--- src/rtl/secure_sib_ctrl.sv ---
`default_nettype none
// +------------------------------------------------------------------------+
// | secure_sib_ctrl: key-protected segment insertion bit for IJTAG.          |
// | Optional lockout after repeated failures: SECURE_SIB_LOCKOUT_EN.       |
// | Rev 1.0                                                                |
// +------------------------------------------------------------------------+
module secure_sib_ctrl #(
  parameter int                 KEY_W    = 8,
  parameter logic [KEY_W-1:0]   KEY      = 8'hA5,
  parameter int                 CNT_W    = 3,
  parameter int                 MAX_FAIL = 3
) (
  input  logic             CLK,
  input  logic             RstBar,
  input  logic             SelIn,
  input  logic             CaptureEn,
  input  logic             ShiftEn,
  input  logic             UpdateEn,
  input  logic             SI,
  output logic             SO,
  output logic             ToSI,
  input  logic             FromSO,
  output logic             SegSel,
  output logic             Locked,
  output logic [CNT_W-1:0] FailCnt
);

  typedef enum logic [1:0] {
    CLOSED = 2'd0,
    OPEN   = 2'd1,
    LOCKED = 2'd2
  } state_t;

  state_t           state_q, state_d;
  logic [KEY_W:0]   scan_reg_q, scan_reg_d;
  logic [CNT_W-1:0] fail_cnt_q, fail_cnt_d;
  logic [CNT_W-1:0] fail_inc;
  logic             req;
  logic             key_ok;

  assign req      = scan_reg_q[KEY_W];
  assign key_ok   = (scan_reg_q[KEY_W-1:0] == KEY);
  assign fail_inc = fail_cnt_q + CNT_W'(1);

  always_comb begin
    scan_reg_d = scan_reg_q;
    if (SelIn) begin
      if (CaptureEn) begin
        // The key field is blanked so a secret can never be read back.
        scan_reg_d = {SegSel, {KEY_W{1'b0}}};
      end else if (ShiftEn) begin
        scan_reg_d = {SI, scan_reg_q[KEY_W:1]};
      end
    end
  end

  // Update decodes the register contents from before this edge.
  always_comb begin
    state_d    = state_q;
    fail_cnt_d = fail_cnt_q;
    if (SelIn && UpdateEn) begin
      case (state_q)
        CLOSED, OPEN: begin
          if (!req) begin
            state_d = CLOSED;
          end else if (key_ok) begin
            state_d    = OPEN;
            fail_cnt_d = '0;
          end else begin
            state_d = CLOSED;
`ifdef SECURE_SIB_LOCKOUT_EN
            fail_cnt_d = fail_inc;
            if (fail_inc == CNT_W'(MAX_FAIL)) begin
              state_d = LOCKED;
            end
`else
            if (fail_cnt_q != {CNT_W{1'b1}}) begin
              fail_cnt_d = fail_inc;
            end
`endif
          end
        end
        default: begin
          state_d = state_q;
        end
      endcase
    end
  end

  always_ff @(posedge CLK or negedge RstBar) begin
    if (!RstBar) begin
      state_q    <= CLOSED;
      scan_reg_q <= '0;
      fail_cnt_q <= '0;
    end else begin
      state_q    <= state_d;
      scan_reg_q <= scan_reg_d;
      fail_cnt_q <= fail_cnt_d;
    end
  end

  assign SegSel  = (state_q == OPEN);
`ifdef SECURE_SIB_LOCKOUT_EN
  assign Locked  = (state_q == LOCKED);
`else
  assign Locked  = 1'b0;
`endif
  assign FailCnt = fail_cnt_q;
  assign ToSI    = scan_reg_q[0];
  assign SO      = SegSel ? FromSO : scan_reg_q[0];

endmodule
`default_nettype wire

--- config.mk ---
export PLATFORM = sky130hd
export DESIGN_NAME = secure_sib_ctrl
export DESIGN_NICKNAME = d
export VERILOG_FILES = /design/src/rtl/secure_sib_ctrl.sv
export SDC_FILE = /design/constraint.sdc
export NUM_CORES = 1
export LEC_CHECK = 0
export CAP_MARGIN = 25
export CORE_UTILIZATION = 47
export DETAILED_ROUTE_END_ITERATION = 10
export PLACE_DENSITY = 0.73
export REMOVE_ABC_BUFFERS = 1
export SYNTH_ARGS = -nofsm -noshare
export SYNTH_HDL_FRONTEND = slang
export SYNTH_SLANG_ARGS = --single-unit
--- constraint.sdc ---
create_clock -name CLK -period 1.7 [get_ports CLK]
set_input_delay 0.34 -clock CLK [delete_from_list [all_inputs] [get_ports CLK]]
set_output_delay 0.34 -clock CLK [all_outputs]
set_load 0.05 [all_outputs]
# Word level (Yosys, flattened, before mapping)

Index checks and enable logic that the tools add are counted.

Bitwise gates (word level): 0
Div/mod/pow operators: 0
Order comparisons: 0
Reductions and logical operators: 8
Shifts and indexed selects: 0
Multipliers: 0
Add/subtract/negate cells: 1
Mux-type cells: 7
Eq/ne operators: 3

Operators by type and width:

| kind                                                 | count |
|---|---|
| two-way mux 9 bit                                    | 2 |
| equality test 8 bit (second input constant)          | 1 |
| two-way mux 3 bit                                    | 2 |
| AND reduction 2 bit                                  | 2 |
| AND reduction 4 bit                                  | 1 |
| nonzero test 2 bit                                   | 2 |
| adder 3 x 1 -> 3 bit (second input constant)         | 1 |
| two-way mux 1 bit                                    | 3 |
| inequality test 3 bit (second input constant)        | 1 |
| equality test 2 x 1 -> 1 bit (second input constant) | 1 |
| zero test 2 bit                                      | 1 |
| OR reduction 2 bit                                   | 1 |
| logical AND 1 bit                                    | 1 |

Memories: 0
Bits of input ports: 8
ROM bits: 0
Bits in writable memories: 0
Bits in registers: 14
Bits in latches: 0
Logic and storage cells: 22

# Longest topological paths before layout

Word-level depth: 3
Depth in mapped cells: 5
Gate-level depth less buffers: 5

# Least setup slack after synthesis

OpenSTA, ideal clock, no wires.

Kind: register to register
From: register fail_cnt_q[0], in the netlist FailCnt[0]
To: register fail_cnt_q[0], in the netlist FailCnt[0]
Stages on the path, launching flop included: 6
Path slack: 72 ps
Library setup time: 87 ps
Buffers on the path: 0
Arrival time: 1541 ps
Required time: 1613 ps
Path through: dfrtp_1 -> ha_1 -> ha_1 -> and4b_1 -> o21ai_1 -> a22oi_1

Cells in the longest elaborated chain, start to end: 3
Elaborated cells between the ends (all ways): 6
Classes of those cells: add/sub (1); eq/ne (1); mux (2); reduce/logical (2)

RTL lines:

| item                                                          | line   | text |
|---|---|---|
| start: declaration                                            | 36     | `logic [CNT_W-1:0] fail_cnt_q, fail_cnt_d;` |
| start signal: assignment                                      | 98     | `fail_cnt_q <= fail_cnt_d;` |
| adder 3 x 1 -> 3 bit or inequality test 3 bit (tied branches) | 43, 77 |  |
| two-way mux 3 bit or nonzero test 2 bit (tied branches)       | --     |  |
| two-way mux 3 bit or AND reduction 4 bit (tied branches)      | --     |  |

Several ways; a longest one is shown, not always the timed one. The select of a mux whose other input is x is not followed.
A chain may end at the register's enable or synchronous reset.

# Final worst setup path

From: register state_q[0]
To: output SO

Cells in the longest elaborated chain, start to end: 2

RTL lines:

| item                         | line | text |
|---|---|---|
| start: declaration           | 34   | `state_t state_q, state_d;` |
| start signal: assignment     | 96   | `state_q <= state_d;` |
| equality test 2 x 1 -> 1 bit | 102  | `assign SegSel = (state_q == OPEN);` |
| two-way mux 1 bit            | 110  | `assign SO = SegSel ? FromSO : scan_reg_q[0];` |
| end: declaration             | 20   | `output logic SO,` |

No other way between the ends.

==> key figures <==
Final layout
  • Share of cells above drive strength 1: 15.3%
  • P&R area growth vs syn: 23.3%
  • Finished Layout Cells: 100
  • Final non-filler cell area: 835 sq um
  • # diodes: 0
  • Final nets: 96
  • Final core occ: 63.3%
  • Layout fillers: 123

Synth
  • Number of synthesized flops with an enable pin: 0
  • Top-area cell type share of the netlist area: 48.1%
  • YS warnings: 0
  • Synth Register Bits: 13
  • Syn avg cell area: 9.81 sq um
  • Synth Flop Type: dfrtp_1
  • Cell area after synthesis: 677 sq um
  • Synth Instances: 69
  • Part of the Yosys area used for sequential elements: 48.1%
  • Async S/R FF share, synth: 100%
  • Largest area contributor in the synthesized netlist: dfrtp_1
  • Top cells by area, synth: dfrtp_1, nand2_1, nand2b_1, o21ai_0, o211ai_1
  • Post-synth cell types: 20

Run status
  • Status: finished, final reports clean

Placed design
  • Placed instance area: 808 sq um
  • Detailed placement HPWL: 1050 microns
  • Setup WS pre-CTS: 157 ps
  • Post-Place Cells: 96
  • RePlAce Congestion: 0.723
  • Port buffer count: 13

Route
  • Drt drc: 0
  • Total Wirelength: 1370 microns
  • Post-DR vias/cell: 5.45
  • Vias: 545
  • DR WL/cell: 13.7 microns
  • Post-detailed-route count of antenna-violating nets: 0
  • DRT iter0 DRCs: 8
  • Pre-Repair DR Iteration Count: 4

STA
  • Max Transition Viols Final: 0
  • Final Hold Vio Count: 0
  • Unrepaired setup endpoints after global routing: no
  • Clock Skew: 4.69 ps
  • Final worst slack: 156 ps
  • Final min period: 1540 ps
  • Max Freq: 0.648 GHz
  • Final setup vio count: 0
  • Final setup TNS: 0 ps
  • Final Cycle Share: 90.8%

Clocking
  • Post-CTS Setup Bufs: 0
  • Clock sinks: 13
  • CTS resizes: 0
  • Root Buffer Master: clkbuf_4
  • Cts hold-fix bufs: 0
  • TritonCTS clock tree: built
  • Num CTS Buffers: 3
  • Htree depth: 1
  • Clock transition at path regs: 80 ps
  • Max Root-Sink Buffers: 2
  • Worst skew pair latency: 280 ps

Pwr
  • Logic gate share of total power: 10.4%
  • Psw: 0.142 mW
  • Maximum vdd drop: 0.000441 V
  • Clk pwr share: 33.7%
  • Switching part of the total: 24.6%
  • Sequential power share: 55.9%
  • Pwr per Cell Area: 692 nW/um^2
  • P_int: 0.435 mW
  • Leak: 0.367 nW

Critical path
  • Worst r2r dst: FailCnt[0]
  • Critical Path RT: 1360 ps
  • CP startpoint kind: register
  • Critical Path AT: 1200 ps
  • Crit path capture type: primary output
  • Critical R2R Launch: FailCnt[0]
  • WS Path Type: register to primary output
  • R2r worst-path depth: 5
  • Setup slack, reg-to-reg: 200 ps
  • Crit path launch: state_q[0]
  • Critical path peak fanout: 4

GRT
  • Pin count of the biggest net entering global routing: 19
  • Gr ovfl total: 0
  • Initial antenna violation count: 0
  • Vias in the first global route: 496
  • GRT Util Overall: 21.7%
  • First-pass GRT wire length: 2130 microns

Floorplanning
  • Die area: 1600 sq um
  • Initial Util: 51.4%
  • Top Ports: 15
  • Core ar.: 1320 sq um
  • Cell Rows: 13
  • Die Span Y: 40.0 microns
  • Die width: 40.0 microns

Hold path
  • Worst Hold Class: input port to asynchronous set/reset pin

Flow run
  • Max_cap viols: 0
## metrics by stage
step	power [mW]	hold slack [ps]
after floorplan	0.352	44.4
after global placement	0.388	485
after detailed placement	0.390	500
after CTS	0.589	351
after global routing	0.604	389
final	0.578	354
## layer usage
layer	global-route usage [%]	wire length [microns]	up-vias
li1	-	-	273
met1	23.1	594	251
met2	37.1	680	16
met3	5.00	60	5
met4	15.5	39	0
met5	0	0	-
## layout make-up
type                       instances  area [sq um]  area share, %
tap                               15          18.8           2.25
sequential                        13           325           39.0
clock buffer                       4          26.3           3.15
multi-input combinational         52           318           38.1
timing repair buffer              15           143           17.1
inverter                           1          3.75          0.450
## synth_stat cells (all sizes together) (2+ instances only)
| cell | count |
|---|---|
| nand2 | 15 |
| dfrtp | 13 |
| buf | 3 |
| o211ai | 4 |
| nor2 | 2 |
| o21ai | 12 |
| nand4bb | 2 |
| nand2b | 8 |
| ha | 2 |
## sequential cells by signal (all words and copies together), names as in the netlist
register	count
state_q	1
scan_reg_q	9
FailCnt	3
## kinds of logic after synthesis
| kind of cell | synth area share (%) |
|---|---|
| AOI/OAI and AO/OA | 17.2 |
| adders and majority gates | 3.70 |
| buffers and inverters | 4.99 |
| DFF | 48.1 |
| muxes | 3.14 |
| other | 0.554 |
| and+or+nand+nor | 22.4 |
## worst max-delay path by stage
stage / to / slack [ps] / cells past startpoint
2_1_floorplan: FailCnt[0] / 70 / 5
3_3_place_gp: SO / 190 / 3
3_5_place_dp: scan_reg_q[2] / 160 / 3
4_1_cts: SO / 140 / 2
5_1_grt: FailCnt[0] / 70 / 5
6_report: SO / 160 / 2
## cells in the final DEF (no fill, tap or decap)
master / count
nand2_1: 15
dfrtp_1: 13
o21ai_0: 9
nand2b_1: 8
clkdlybuf4s50_1: 7
buf_4: 7
o211ai_1: 4
clkbuf_4: 3
o21ai_1: 2
nand4bb_1: 2
nor2_1: 2
ha_1: 2
mux2_2: 1
o21ai_4: 1
and4b_1: 1
nand3_1: 1
inv_1: 1
a22oi_1: 1
mux2i_1: 1
o31ai_1: 1
conb_1: 1
clkbuf_1: 1
buf_12: 1
## power groups by stage
stage / combinational (mW) / clock [mW] / sequential, mW
global placement: 0.0592 / 0 / 0.329
detailed placement: 0.0607 / 0 / 0.329
finish: 0.0598 / 0.195 / 0.323
floorplan: 0.0245 / 0 / 0.328
global route: 0.0668 / 0.213 / 0.324
CTS: 0.0611 / 0.204 / 0.323
## worst max-delay path: stages, from the launching register on
cell and delay (ps):
dfrtp_1 400, mux2_2 370, buf_12 150
(Power assumes the default switching activity.)
